==> config.mk <==
export PLATFORM = sky130hd
export DESIGN_NAME = uart_tx_arbiter
export DESIGN_NICKNAME = d
export VERILOG_FILES = /design/src/rtl/uart_pkg.sv /design/src/rtl/rr_arbiter.sv /design/src/rtl/uart_tx_arbiter.sv
export SDC_FILE = /design/constraint.sdc
export NUM_CORES = 1
export LEC_CHECK = 0
export ABC_AREA = 0
export CAP_MARGIN = 15
export CORE_ASPECT_RATIO = 0.8
export CORE_MARGIN = 2
export CORE_UTILIZATION = 50
export CTS_CLUSTER_SIZE = 40
export DETAILED_ROUTE_END_ITERATION = 10
export DONT_BUFFER_PORTS = 1
export REMOVE_ABC_BUFFERS = 1
export SYNTH_ARGS = -nofsm -noshare
export SYNTH_HDL_FRONTEND = slang
export SYNTH_SLANG_ARGS = --single-unit
==> constraint.sdc <==
create_clock -name clock -period 9.7 [get_ports clock]
set_input_delay 1.94 -clock clock [delete_from_list [all_inputs] [get_ports clock]]
set_output_delay 1.94 -clock clock [all_outputs]
set_load 0.005 [all_outputs]
==> src/rtl/uart_pkg.sv <==
// Shared types and constants for the grok80 uart_tx arbiter and its helpers.
package uart_pkg;

  localparam int DIVIDER_W = 16;
  localparam logic [DIVIDER_W-1:0] DIVIDER_DEFAULT = 16'h0001;

  typedef enum logic [1:0] {
    ST_IDLE      = 2'd0,
    ST_ISSUE     = 2'd1,
    ST_WAIT_LOW  = 2'd2,
    ST_WAIT_HIGH = 2'd3
  } arb_state_e;

endpackage

==> src/rtl/rr_arbiter.sv <==
// Combinational round-robin picker: first set request above last_i, wrapping around.
module rr_arbiter
  import uart_pkg::*;
#(
  parameter  int NUM_REQ = 4,
  localparam int IDX_W   = $clog2(NUM_REQ)
) (
  input  logic [NUM_REQ-1:0] req_i,
  input  logic [IDX_W-1:0]   last_i,
  output logic [NUM_REQ-1:0] grant_o,
  output logic [IDX_W-1:0]   grant_idx_o,
  output logic               any_o
);

  logic [IDX_W-1:0] cand_s;
  logic             hit_s;

  // The search starts one past the last grant, so last_i itself has lowest priority.
  always_comb begin
    grant_o     = '0;
    grant_idx_o = '0;
    any_o       = 1'b0;
    cand_s      = '0;
    hit_s       = 1'b0;
    for (int k = 1; k <= NUM_REQ; k++) begin
      cand_s          = IDX_W'((32'(last_i) + 32'(k)) % 32'(NUM_REQ));
      hit_s           = !any_o && req_i[cand_s];
      grant_o[cand_s] = grant_o[cand_s] | hit_s;
      grant_idx_o     = hit_s ? cand_s : grant_idx_o;
      any_o           = any_o | hit_s;
    end
  end

endmodule

==> src/rtl/uart_tx_arbiter.sv <==
// Round-robin sharing of one uart_tx among NUM_REQ byte producers, one byte per frame.
// Optional packet lock (no interleaving of a locked requester) under UART_TX_ARB_LOCK_EN.
module uart_tx_arbiter
  import uart_pkg::*;
#(
  parameter  int                   NUM_REQ       = 4,
  parameter  int                   WIDTH         = 8,
  parameter  logic [DIVIDER_W-1:0] DIVIDER_RESET = DIVIDER_DEFAULT,
  localparam int                   IDX_W         = $clog2(NUM_REQ)
) (
  input  logic                     clock,
  input  logic                     reset_n,
  input  logic [NUM_REQ-1:0]       req_valid,
  input  logic [NUM_REQ*WIDTH-1:0] req_data,
`ifdef UART_TX_ARB_LOCK_EN
  input  logic [NUM_REQ-1:0]       req_lock,
`endif
  output logic [NUM_REQ-1:0]       req_ack,
  input  logic [DIVIDER_W-1:0]     cfg_divider,
  input  logic                     cfg_divider_we,
  input  logic                     uart_data_ready,
  output logic                     uart_write_en,
  output logic [WIDTH-1:0]         uart_data_in,
  output logic [DIVIDER_W-1:0]     uart_clock_divider,
  output logic                     busy,
  output logic [IDX_W-1:0]         grant_id
);

  arb_state_e           state_q;
  logic [NUM_REQ-1:0]   ack_q;
  logic                 we_q;
  logic [WIDTH-1:0]     data_q;
  logic                 busy_q;
  logic [IDX_W-1:0]     grant_q;
  logic [DIVIDER_W-1:0] div_q;
  logic [DIVIDER_W-1:0] pend_val_q, pend_val_d;
  logic                 pend_q, pend_d;

  logic [WIDTH-1:0]     req_bytes_s [NUM_REQ];
  logic [NUM_REQ-1:0]   arb_grant_s;
  logic [IDX_W-1:0]     arb_idx_s;
  logic                 arb_any_s;
  logic                 idle_s;
  logic                 grant_go_s;
  logic [IDX_W-1:0]     sel_idx_s;
  logic [NUM_REQ-1:0]   sel_onehot_s;
  logic                 div_apply_s;

  always_comb begin
    for (int i = 0; i < NUM_REQ; i++) begin
      req_bytes_s[i] = req_data[i*WIDTH +: WIDTH];
    end
  end

  rr_arbiter #(.NUM_REQ(NUM_REQ)) u_rr (
    .req_i       (req_valid),
    .last_i      (grant_q),
    .grant_o     (arb_grant_s),
    .grant_idx_o (arb_idx_s),
    .any_o       (arb_any_s)
  );

  assign idle_s = (state_q == ST_IDLE);

`ifdef UART_TX_ARB_LOCK_EN
  logic lock_q;
  logic lock_hold_s;

  // While locked, only the locked requester may be granted and divider updates wait.
  always_comb begin
    lock_hold_s = lock_q && req_valid[grant_q] && req_lock[grant_q];
    if (lock_q) begin
      grant_go_s              = idle_s && lock_hold_s && uart_data_ready;
      sel_idx_s               = grant_q;
      sel_onehot_s            = '0;
      sel_onehot_s[grant_q]   = 1'b1;
      div_apply_s             = 1'b0;
    end else begin
      grant_go_s   = idle_s && !pend_q && uart_data_ready && arb_any_s;
      sel_idx_s    = arb_idx_s;
      sel_onehot_s = arb_grant_s;
      div_apply_s  = idle_s && pend_q;
    end
  end

  always_ff @(posedge clock or negedge reset_n) begin
    if (!reset_n) begin
      lock_q <= 1'b0;
    end else if ((state_q == ST_ISSUE) && req_lock[grant_q]) begin
      lock_q <= 1'b1;
    end else if (idle_s && lock_q && !lock_hold_s) begin
      lock_q <= 1'b0;
    end
  end
`else
  always_comb begin
    grant_go_s   = idle_s && !pend_q && uart_data_ready && arb_any_s;
    sel_idx_s    = arb_idx_s;
    sel_onehot_s = arb_grant_s;
    div_apply_s  = idle_s && pend_q;
  end
`endif

  // A write landing on the apply cycle stays pending; the older value goes out first.
  always_comb begin
    pend_d     = pend_q;
    pend_val_d = pend_val_q;
    if (cfg_divider_we) begin
      pend_d     = 1'b1;
      pend_val_d = cfg_divider;
    end else if (div_apply_s) begin
      pend_d = 1'b0;
    end else begin
      pend_d = pend_q;
    end
  end

  always_ff @(posedge clock or negedge reset_n) begin
    if (!reset_n) begin
      pend_q     <= 1'b0;
      pend_val_q <= DIVIDER_RESET;
      div_q      <= DIVIDER_RESET;
    end else begin
      pend_q     <= pend_d;
      pend_val_q <= pend_val_d;
      if (div_apply_s) begin
        div_q <= pend_val_q;
      end
    end
  end

  always_ff @(posedge clock or negedge reset_n) begin
    if (!reset_n) begin
      state_q <= ST_IDLE;
      ack_q   <= '0;
      we_q    <= 1'b0;
      data_q  <= '0;
      busy_q  <= 1'b0;
      grant_q <= IDX_W'(NUM_REQ - 1);
    end else begin
      case (state_q)
        ST_IDLE: begin
          if (grant_go_s) begin
            state_q <= ST_ISSUE;
            grant_q <= sel_idx_s;
            data_q  <= req_bytes_s[sel_idx_s];
            ack_q   <= sel_onehot_s;
            we_q    <= 1'b1;
            busy_q  <= 1'b1;
          end
        end
        ST_ISSUE: begin
          state_q <= ST_WAIT_LOW;
          ack_q   <= '0;
          we_q    <= 1'b0;
        end
        ST_WAIT_LOW: begin
          if (!uart_data_ready) begin
            state_q <= ST_WAIT_HIGH;
          end
        end
        ST_WAIT_HIGH: begin
          if (uart_data_ready) begin
            state_q <= ST_IDLE;
            busy_q  <= 1'b0;
          end
        end
        default: begin
          state_q <= ST_IDLE;
          ack_q   <= '0;
          we_q    <= 1'b0;
          busy_q  <= 1'b0;
        end
      endcase
    end
  end

  assign req_ack            = ack_q;
  assign uart_write_en      = we_q;
  assign uart_data_in       = data_q;
  assign uart_clock_divider = div_q;
  assign busy               = busy_q;
  assign grant_id           = grant_q;

endmodule
==> results.yml, run 1 <==
yosys:
  ys_warn_count: 0
  ys.flop_type: "dfrtp_1"
  synth-seq-cells: 51
  synthArstFlopShare_pct: 100
  yosysSeqAreaShare_pct: 44.6
  syn_avg_cell_area_sq_um: 11.8
  synth.cell_area_sq_um: 2880
  ys_types: 44
  synth_edf_count: 0
  syn_inst: 244
clocking:
  cts_hold_buf: 0
  cts-resized-gates: 0
  clkSlewWorstSetupHoldPaths_ns: 0.09
  numClockSinks: 51
  cts_root_buffer: "clkbuf_8"
  postCtsSetupBuffers: 0
  cts.path.max_buffers: 2
  cts_tree: "yes"
  clk_latency_ns: 0.31
  htree_levels: 2
  cts_buffers: 5
worst_hold_path:
  hp-class: "flip-flop to flip-flop"
power:
  power_leakage_nw: 1.28
  power_density_nw_per_um2: 336
  peakVddDrop_mv: 0.144
floorplan:
  rows: 24
  initial_core_util_pct: 52.3
  dieArea_sq_um: 6380
  die_x_microns: 88.8
  io_pins: 88
  core-area_sq_um: 5500
  die_height_microns: 71.8
cells_and_area:
  finalCoreUtilization_pct: 54.6
  layout-drive-gt1-share_pct: 23.4
  nNetsFinal: 299
  num_antenna_cells: 0
  syn2layout_area_growth_pct: 4.31
  final_cells: 313
grt:
  grt_max_degree: 52
  grt_usage_pct: 19.6
  grt_pass1_wl_microns: 9760
  grt_antenna_before_repair: 0
  gr-total-overflow: 0
  grt_pass1_vias: 2007
route:
  detail-route-antenna-nets: 0
  drtIter0Drc: 143
  num_vias: 1981
  post_drt_wl_per_cell_microns: 19.6
  via_per_inst: 6.33
  drc: 0
  drtPass1Iterations: 4
  drt_wl_total_microns: 6140
setup_path:
  startpoint_type: "input pin"
  cp.arrival_ns: 3.84
  cp-end-kind: "flip-flop"
  crit_type: "input pin to flip-flop"
  crit_fanout: 10
  critPathRequiredTime_ns: 9.87
timing:
  finalSetupTns_ns: 0
  finalHoldViolCount: 0
  fmax_ghz: 0.273
  finalClockSkew_ns: 0.00983
  max_slew_margin_pct: 53.2
  worst_pin_slew_ns: 0.701
  finalMaxSlewViolations: 0
  rsz0062_at_grt: "false"
  fin_crit_ns: 3.67
  setup_violations: 0
  whs_ns: 0.512
  fin_crit_sh_pct: 37.8
placement:
  dp_cells: 304
  hpwlAfterDp_microns: 4430
  io_buffers: 0
  place_congestion: 0.916
flow_run:
  maxCapViolCount: 0
status:
  outcome: "complete, no violations"
==> cell usage in the layout (no fill, tap or decap), types with 4 or more instances in the layout <==
master	instances
a21oi_1	8
clkbuf_8	5
dfrtp_1	47
dfstp_2	4
ha_1	9
inv_1	12
mux2_2	33
mux2i_1	21
nand2_1	19
nor2_1	8
nor3_1	4
o211ai_1	5
o21ai_0	6
o221ai_1	8
==> state kept, by name (all words and copies together), names as in the netlist <==
signal and flops:
uart_clock_divider 16, uart_data_in 8, busy 1, pend_val_q 16, uart_write_en 1, pend_q 1
req_ack 4, grant_id 2, state_q 2
==> power breakdown <==
| part | internal (mW) | switching (mW) |
|---|---|---|
| Combinational | 0.234 | 0.248 |
| Sequential | 0.296 | 0.0834 |
| Clock | 0.0768 | 0.0695 |
==> metal layers <==
| metal | vias up | wire length [microns] | track usage, % | part of all wire [%] |
|---|---|---|---|---|
| li1 | 900 | - | - | - |
| met1 | 977 | 2510 | 25.0 | 41 |
| met2 | 96 | 2950 | 32.3 | 48 |
| met3 | 8 | 614 | 6.34 | 10 |
| met4 | 0 | 59 | 4.71 | 0.96 |
| met5 | - | 0 | 0 | 0 |
==> path summary, 6_finish.rpt <==
kind	depth (start not counted)	endpoint	startpoint	slack, ns
max	6	req_ack[2]$_DFFE_PN0P_	req_valid[3]	6.03
min	1	uart_clock_divider[7]$_DFFE_PN0P_	pend_val_q[7]$_DFFE_PN0P_	0.51
max reg2reg	8	req_ack[2]$_DFFE_PN0P_	grant_id[0]$_DFFE_PN1P_	6.16
min reg2reg	1	uart_clock_divider[7]$_DFFE_PN0P_	pend_val_q[7]$_DFFE_PN0P_	0.51
max in group asynchronous	0	uart_clock_divider[0]$_DFFE_PN1P_	reset_n	8.20
min in group asynchronous	0	pend_val_q[12]$_DFFE_PN0P_	reset_n	1.32
==> cells in the mapped netlist (4+ instances only) <==
| master | number | area (sq um) |
|---|---|---|
| dfrtp_1 | 47 | 1180 |
| mux2_2 | 33 | 372 |
| mux2i_1 | 21 | 210 |
| nand2_1 | 19 | 71.3 |
| inv_1 | 12 | 45.0 |
| ha_1 | 9 | 113 |
| a21oi_1 | 8 | 40.0 |
| clkbuf_1 | 8 | 30.0 |
| nor2_1 | 8 | 30.0 |
| o221ai_1 | 8 | 70.1 |
| o21ai_0 | 6 | 30.0 |
| o211ai_1 | 5 | 37.5 |
| buf_2 | 4 | 20.0 |
| buf_6 | 4 | 45.0 |
| dfstp_2 | 4 | 105 |
| nor3_1 | 4 | 20.0 |
==> worst max-delay path, cell delays in order <==
cell	delay, ns
mux4_1	0.60
mux2_4	0.36
a221oi_1	0.45
nand4_1	0.16
o2111ai_2	0.19
o211ai_1	0.13
==> layout make-up <==
class	instances	area (sq um)
inverters	12	45.0
multi-input cells	163	1450
clock buffers	5	68.8
clock inverters	3	43.8
fillers	458	2500
flip-flops and latches	51	1280
well taps	78	97.6
repair buffers	1	15.0
==> cells by family (layout without fill, tap and decap cells) <==
| group | Yosys count | after routing | synth area share [%] |
|---|---|---|---|
| muxes | 60 | 60 | 25.1 |
| DFF | 51 | 51 | 44.6 |
| AOI/OAI and AO/OA | 50 | 50 | 13.8 |
| and+or+nand+nor | 44 | 44 | 7.35 |
| buffers and inverters | 30 | 21 | 5.31 |
| adders and majority gates | 9 | 9 | 3.92 |
==> stage by stage <==
stage | setup slack, ns | area (sq um) | power, mW
final | 6.03 | 3000 | 1.01
after global routing | 5.98 | 3000 | 1.09
after CTS | 5.66 | 2980 | 1.00
after detailed placement | 5.33 | 2870 | 0.854
after global placement | 5.51 | 2870 | 0.828
after floorplan | 5.21 | 2770 | 0.753
Note: power is estimated with default switching activity, not from simulation.
==> run 2, diff against run 1 <==
--- a/config.mk
+++ b/config.mk
@@ -13,6 +13,7 @@
 export CTS_CLUSTER_SIZE = 40
 export DETAILED_ROUTE_END_ITERATION = 10
 export DONT_BUFFER_PORTS = 1
+export PLACE_DENSITY = 0.68
 export REMOVE_ABC_BUFFERS = 1
 export SYNTH_ARGS = -nofsm -noshare
 export SYNTH_HDL_FRONTEND = slang
==> constraint.sdc (replaced) <==
create_clock -name clock -period 3.15 [get_ports clock]
set_input_delay 0.63 -clock clock [delete_from_list [all_inputs] [get_ports clock]]
set_output_delay 0.63 -clock clock [all_outputs]
set_load 0.005 [all_outputs]
==> results.yml, run 2 (synthesis gave the netlist of run 1 again) <==
setup_path:
  cpLargestDelayFamily: "compound AO/OA/AOI/OAI gates"
  cp_cell_sequence: "inv_1 > ha_1 > mux4_2 > mux2_4 > a2111oi_1 > o211ai_1 > o2111ai_2 > o211ai_1"
  cp.arrival_ns: 3.13
  crit_buf_inv: 1
  crit_type: "flip-flop to flip-flop"
  slowest_delay_ns: 0.68
  startpoint_type: "flip-flop"
  worst_path_most_repeated_cell: "o211ai_1"
  slowest_stage: "dfstp_2"
  critPathRequiredTime_ns: 3.32
  cp-end-kind: "flip-flop"
  crit_fanout: 10
clocking:
  cts_tree: "yes"
  cts_buffers: 5
  cts_root_buffer: "clkbuf_8"
  cts.path.max_buffers: 2
  clk_latency_ns: 0.30
  htree_levels: 2
  clkSlewWorstSetupHoldPaths_ns: 0.09
  numClockSinks: 51
cells_and_area:
  final_area_sq_um: 3070
  final_cells: 321
  nNetsFinal: 307
  register_area_sq_um: 1280
  num_antenna_cells: 0
  final_common_cell: "dfrtp_1"
  layout-drive-gt1-share_pct: 26.3
  finalCoreUtilization_pct: 55.9
  multiInputGateArea_sq_um: 1460
  final_cell_mix: "dfrtp_1 (47), mux2_2 (33), mux2i_1 (21)"
  nFillCells: 459
  syn2layout_area_growth_pct: 6.79
floorplan:
  die_x_microns: 88.8
  core-area_sq_um: 5500
  io_pins: 88
  dieArea_sq_um: 6380
  initial_core_util_pct: 52.3
  rows: 24
  die_height_microns: 71.8
grt:
  gr-usage-met1_pct: 27.5
  grt_usage_pct: 18.9
  met2_usage_pct: 29.5
  grt_max_degree: 52
  grt_pass1_wl_microns: 9470
  grt_antenna_before_repair: 0
  gr-usage-met3_pct: 4.95
  grt_pass1_vias: 1891
  grt-busiest-layer: "met2"
  gr-total-overflow: 0
power:
  p_clk_share_pct: 14.2
  power_density_nw_per_um2: 1030
  internal-power_mw: 1.90
  p_switching_mw: 1.26
  p_seq_share_pct: 35.6
  peakVddDrop_mv: 0.384
  power_leakage_nw: 1.32
  power_frac_comb_pct: 50.1
  switching_share_pct: 39.9
route:
  num_vias: 1982
  drc: 0
  drtIter0Drc: 138
  detail-route-antenna-nets: 0
  via_per_inst: 6.17
  drtPass1Iterations: 4
  post_drt_wl_per_cell_microns: 18.9
  drt_wl_total_microns: 6060
timing:
  finalHoldViolCount: 0
  fin_crit_ns: 2.96
  setup_violations: 0
  max_slew_margin_pct: 49.6
  worst_pin_slew_ns: 0.754
  fin_crit_sh_pct: 94.1
  finalMaxSlewViolations: 0
  fmax_ghz: 0.337
  finalClockSkew_ns: 0.00888
  rsz0062_at_grt: "false"
  finalSetupTns_ns: 0
flow_run:
  maxCapViolCount: 0
placement:
  placed_area_sq_um: 2920
  hpwlAfterDp_microns: 4390
  place_congestion: 0.905
  dp_cells: 311
  io_buffers: 0
status:
  outcome: "complete, no violations"
worst_hold_path:
  hp-class: "input pin to asynchronous set/reset pin"
-- run 2: changes by cell type in the layout (fill, tap and decap cells not counted), sizes merged --
| cell | delta |
|---|---|
| buf | +7 |
| clkinvlp | +1 |
| clkbuf | +2 |
| clkinv | -2 |
-- run 2: worst reg2reg max path: cells and delay by family (launching register included) --
family | cells | cell delay, ns
compound gates | 4 | 0.87
fa+ha+maj | 1 | 0.32
buf+inv | 1 | 0.13
mux | 2 | 0.85
flops | 1 | 0.68
-- run 2: path summary, 6_finish.rpt --
check                                      startpoint  slack [ns]  depth (start not counted)                            endpoint
max                           grant_id[0]$_DFFE_PN1P_        0.19                          8              req_ack[2]$_DFFE_PN0P_
min                                           reset_n        0.02                          0         uart_data_in[6]$_DFFE_PN0P_
max reg2reg                   grant_id[0]$_DFFE_PN1P_        0.19                          8              req_ack[2]$_DFFE_PN0P_
min reg2reg                pend_val_q[10]$_DFFE_PN0P_        0.51                          1  uart_clock_divider[10]$_DFFE_PN0P_
max in group asynchronous                     reset_n        2.81                          1              state_q[1]$_DFFE_PN0P_
min in group clock                     cfg_divider_we        0.43                          1                  pend_q$_DFFE_PN0P_
-- run 2: timing repair --
item / 4_1_cts / 5_1_grt
resized for setup: 0 / 3
hold buffers: 0 / 1
setup buffers: 0 / 1
endpoints found under the setup margin: 0 / 13
endpoints found under the hold margin: 0 / 37
-- run 2: layer usage --
| metal | wire [microns] | share of wire, % |
|---|---|---|
| met1 | 2670 | 44 |
| met2 | 2780 | 46 |
| met3 | 549 | 9.1 |
| met4 | 58 | 0.96 |
| met5 | 0 | 0 |
-- run 2: cell type report --
cell class | instances | area share [%]
Clock inverter | 2 | 1.22
Clock buffer | 6 | 2.36
Multi-Input combinational cell | 163 | 47.5
Inverter | 12 | 1.47
Timing Repair Buffer | 9 | 2.53
Sequential cell | 51 | 41.7
Tap cell | 78 | 3.18
-- run 2: per-stage QoR --
step / total power [mW] / hold slack (ns) / worst slack [ns]
3_5_place_dp: 2.69 / 0.335 / 0.136
4_1_cts: 3.14 / 0.00226 / 0.114
2_1_floorplan: 2.32 / 0.334 / -0.564
5_1_grt: 3.40 / 0.00137 / 0.0135
6_report: 3.16 / 0.0216 / 0.187
3_3_place_gp: 2.66 / 0.335 / 0.139
-- run 2: power groups by stage --
stage | registers [mW] | logic, mW | clock network, mW
final | 1.12 | 1.58 | 0.450
after global placement | 1.14 | 1.51 | 0
after floorplan | 1.10 | 1.21 | 0
after detailed placement | 1.15 | 1.54 | 0
after CTS | 1.14 | 1.54 | 0.466
after global routing | 1.16 | 1.75 | 0.495
==> run 3, diff against run 2 <==
--- a/config.mk
+++ b/config.mk
@@ -13,6 +13,7 @@
 export CTS_CLUSTER_SIZE = 40
 export DETAILED_ROUTE_END_ITERATION = 10
 export DONT_BUFFER_PORTS = 1
+export GPL_TIMING_DRIVEN = 0
 export PLACE_DENSITY = 0.68
 export REMOVE_ABC_BUFFERS = 1
 export SYNTH_ARGS = -nofsm -noshare
==> results.yml, run 3 (synthesis gave the netlist of run 1 again) <==
setup_path:
  crit_end: "req_ack[0]$_DFFE_PN0P_"
  cp-end-kind: "flip-flop"
  crit_fanout: 15
  reg2reg_to: "req_ack[0]$_DFFE_PN0P_"
  r2r_start: "grant_id[0]$_DFFE_PN1P_"
  crit_type: "flip-flop to flip-flop"
  crit_start: "grant_id[0]$_DFFE_PN1P_"
  regToRegSetupSlack_ns: 0.13
  rr_worst_depth: 8
  startpoint_type: "flip-flop"
  cp.arrival_ns: 3.19
  critPathRequiredTime_ns: 3.31
cells_and_area:
  final_cells: 318
  final_cell_mix: "dfrtp_1 (47), mux2_2 (33), mux2i_1 (21)"
  nNetsFinal: 304
  num_antenna_cells: 0
  final_common_cell: "dfrtp_1"
  finalCoreUtilization_pct: 56.2
  layout-drive-gt1-share_pct: 27.1
  syn2layout_area_growth_pct: 7.44
timing:
  fmax_ghz: 0.331
  finalClockSkew_ns: 0.00850
  fin_crit_ns: 3.02
  fin_crit_sh_pct: 96.0
  finalMaxSlewViolations: 0
  finalHoldViolCount: 0
  max_slew_margin_pct: 52.5
  setup_violations: 0
  worst_pin_slew_ns: 0.710
grt:
  grt_antenna_before_repair: 0
  grt_max_degree: 52
  grt_pass1_wl_microns: 9150
  gr-total-overflow: 0
  grt_usage_pct: 18.5
  grt_pass1_vias: 1884
placement:
  place_congestion: 0.902
  dp_cells: 305
  hpwlAfterDp_microns: 4230
  io_buffers: 0
floorplan:
  initial_core_util_pct: 52.3
  die_x_microns: 88.8
  rows: 24
  core-area_sq_um: 5500
  dieArea_sq_um: 6380
  die_height_microns: 71.8
  io_pins: 88
worst_hold_path:
  hp-class: "input pin to asynchronous set/reset pin"
route:
  num_vias: 1914
  detail-route-antenna-nets: 0
  drc: 0
  drt_wl_total_microns: 6120
  post_drt_wl_per_cell_microns: 19.2
  via_per_inst: 6.02
  drtPass1Iterations: 4
  drtIter0Drc: 97
clocking:
  htree_levels: 2
  cts_buffers: 5
  numClockSinks: 51
  clkSlewWorstSetupHoldPaths_ns: 0.09
  cts_tree: "yes"
  cts.path.max_buffers: 2
  cts_root_buffer: "clkbuf_8"
  clk_latency_ns: 0.30
power:
  power_density_nw_per_um2: 1050
  power_leakage_nw: 1.32
  peakVddDrop_mv: 0.347
flow_run:
  maxCapViolCount: 0
status:
  outcome: "complete, no violations"
## run 3: cell types whose count changed in the layout (fill, tap and decap cells not counted), moves of 2 or more
cell / before / now
ha_1: 9 / 7
a221oi_2: 0 / 2
a221oi_1: 3 / 1
buf_4: 7 / 3
## run 3: power by group
group	leakage, nW	total (mW)	internal, mW	switching [mW]
Clock	0.0581	0.448	0.237	0.212
Sequential	0.612	1.15	0.915	0.232
Combinational	0.645	1.66	0.799	0.859
Total	1.32	3.25	1.95	1.30
## run 3: through the flow
stage / TNS [ns] / cell area (sq um) / total power [mW] / hold slack [ns] / setup WS, ns
2_1_floorplan: -4.81 / 2770 / 2.32 / 0.334 / -0.564
3_3_place_gp: -11.16 / 2870 / 2.59 / 0.335 / -1.20
3_5_place_dp: -3.45 / 2880 / 2.65 / 0.335 / -0.325
4_1_cts: 0 / 3020 / 3.15 / 0.00147 / 0.0558
5_1_grt: -0.0115 / 3090 / 3.50 / 0.000773 / -0.00935
6_report: 0 / 3090 / 3.25 / 0.0250 / 0.127
## run 3: worst max-delay path: stages (launching register included)
cell and delay [ns]:
dfstp_4 0.74, inv_1 0.15, ha_4 0.37, mux4_2 0.43
mux2_4 0.40, a221oi_2 0.33, a311oi_1 0.16, o2111ai_2 0.17
o211ai_1 0.14
## run 3: repair_timing
| action | 4_1_cts | 5_1_grt |
|---|---|---|
| hold buffers | 0 | 1 |
| setup endpoints to repair | 13 | 11 |
| buffers inserted | 1 | 3 |
| cloned | 0 | 0 |
| resized for setup | 3 | 6 |
| hold endpoints to repair | 0 | 37 |
| pin swaps | 0 | 0 |
## run 3: how the worst min path moves through the flow
stage                 start  slack (ns)                    endpoint
global route        reset_n      0.0008          pend_q$_DFFE_PN0P_
global placement    reset_n        0.34  pend_val_q[12]$_DFFE_PN0P_
finish              reset_n        0.02      state_q[0]$_DFFE_PN0P_
detailed placement  reset_n        0.34  pend_val_q[12]$_DFFE_PN0P_
floorplan           reset_n        0.33            busy$_DFFE_PN0P_
CTS                 reset_n       0.001  pend_val_q[12]$_DFFE_PN0P_
## run 3: layer usage
layer	routed length [microns]	vias up	global-route usage [%]
met5	0	-	0
met4	0	0	3.03
met3	537	0	4.84
met2	2920	78	29.9
met1	2660	939	25.6
li1	-	897	-
## run 3: layout make-up
cell class                 count  area, sq um
fill                         464         2410
multi-input combinational    163         1490
sequential                    51         1280
tap                           78         97.6
clock buffer                   5         68.8
timing repair buffer           6         58.8
inverter                      12         45.0
clock inverter                 3         43.8
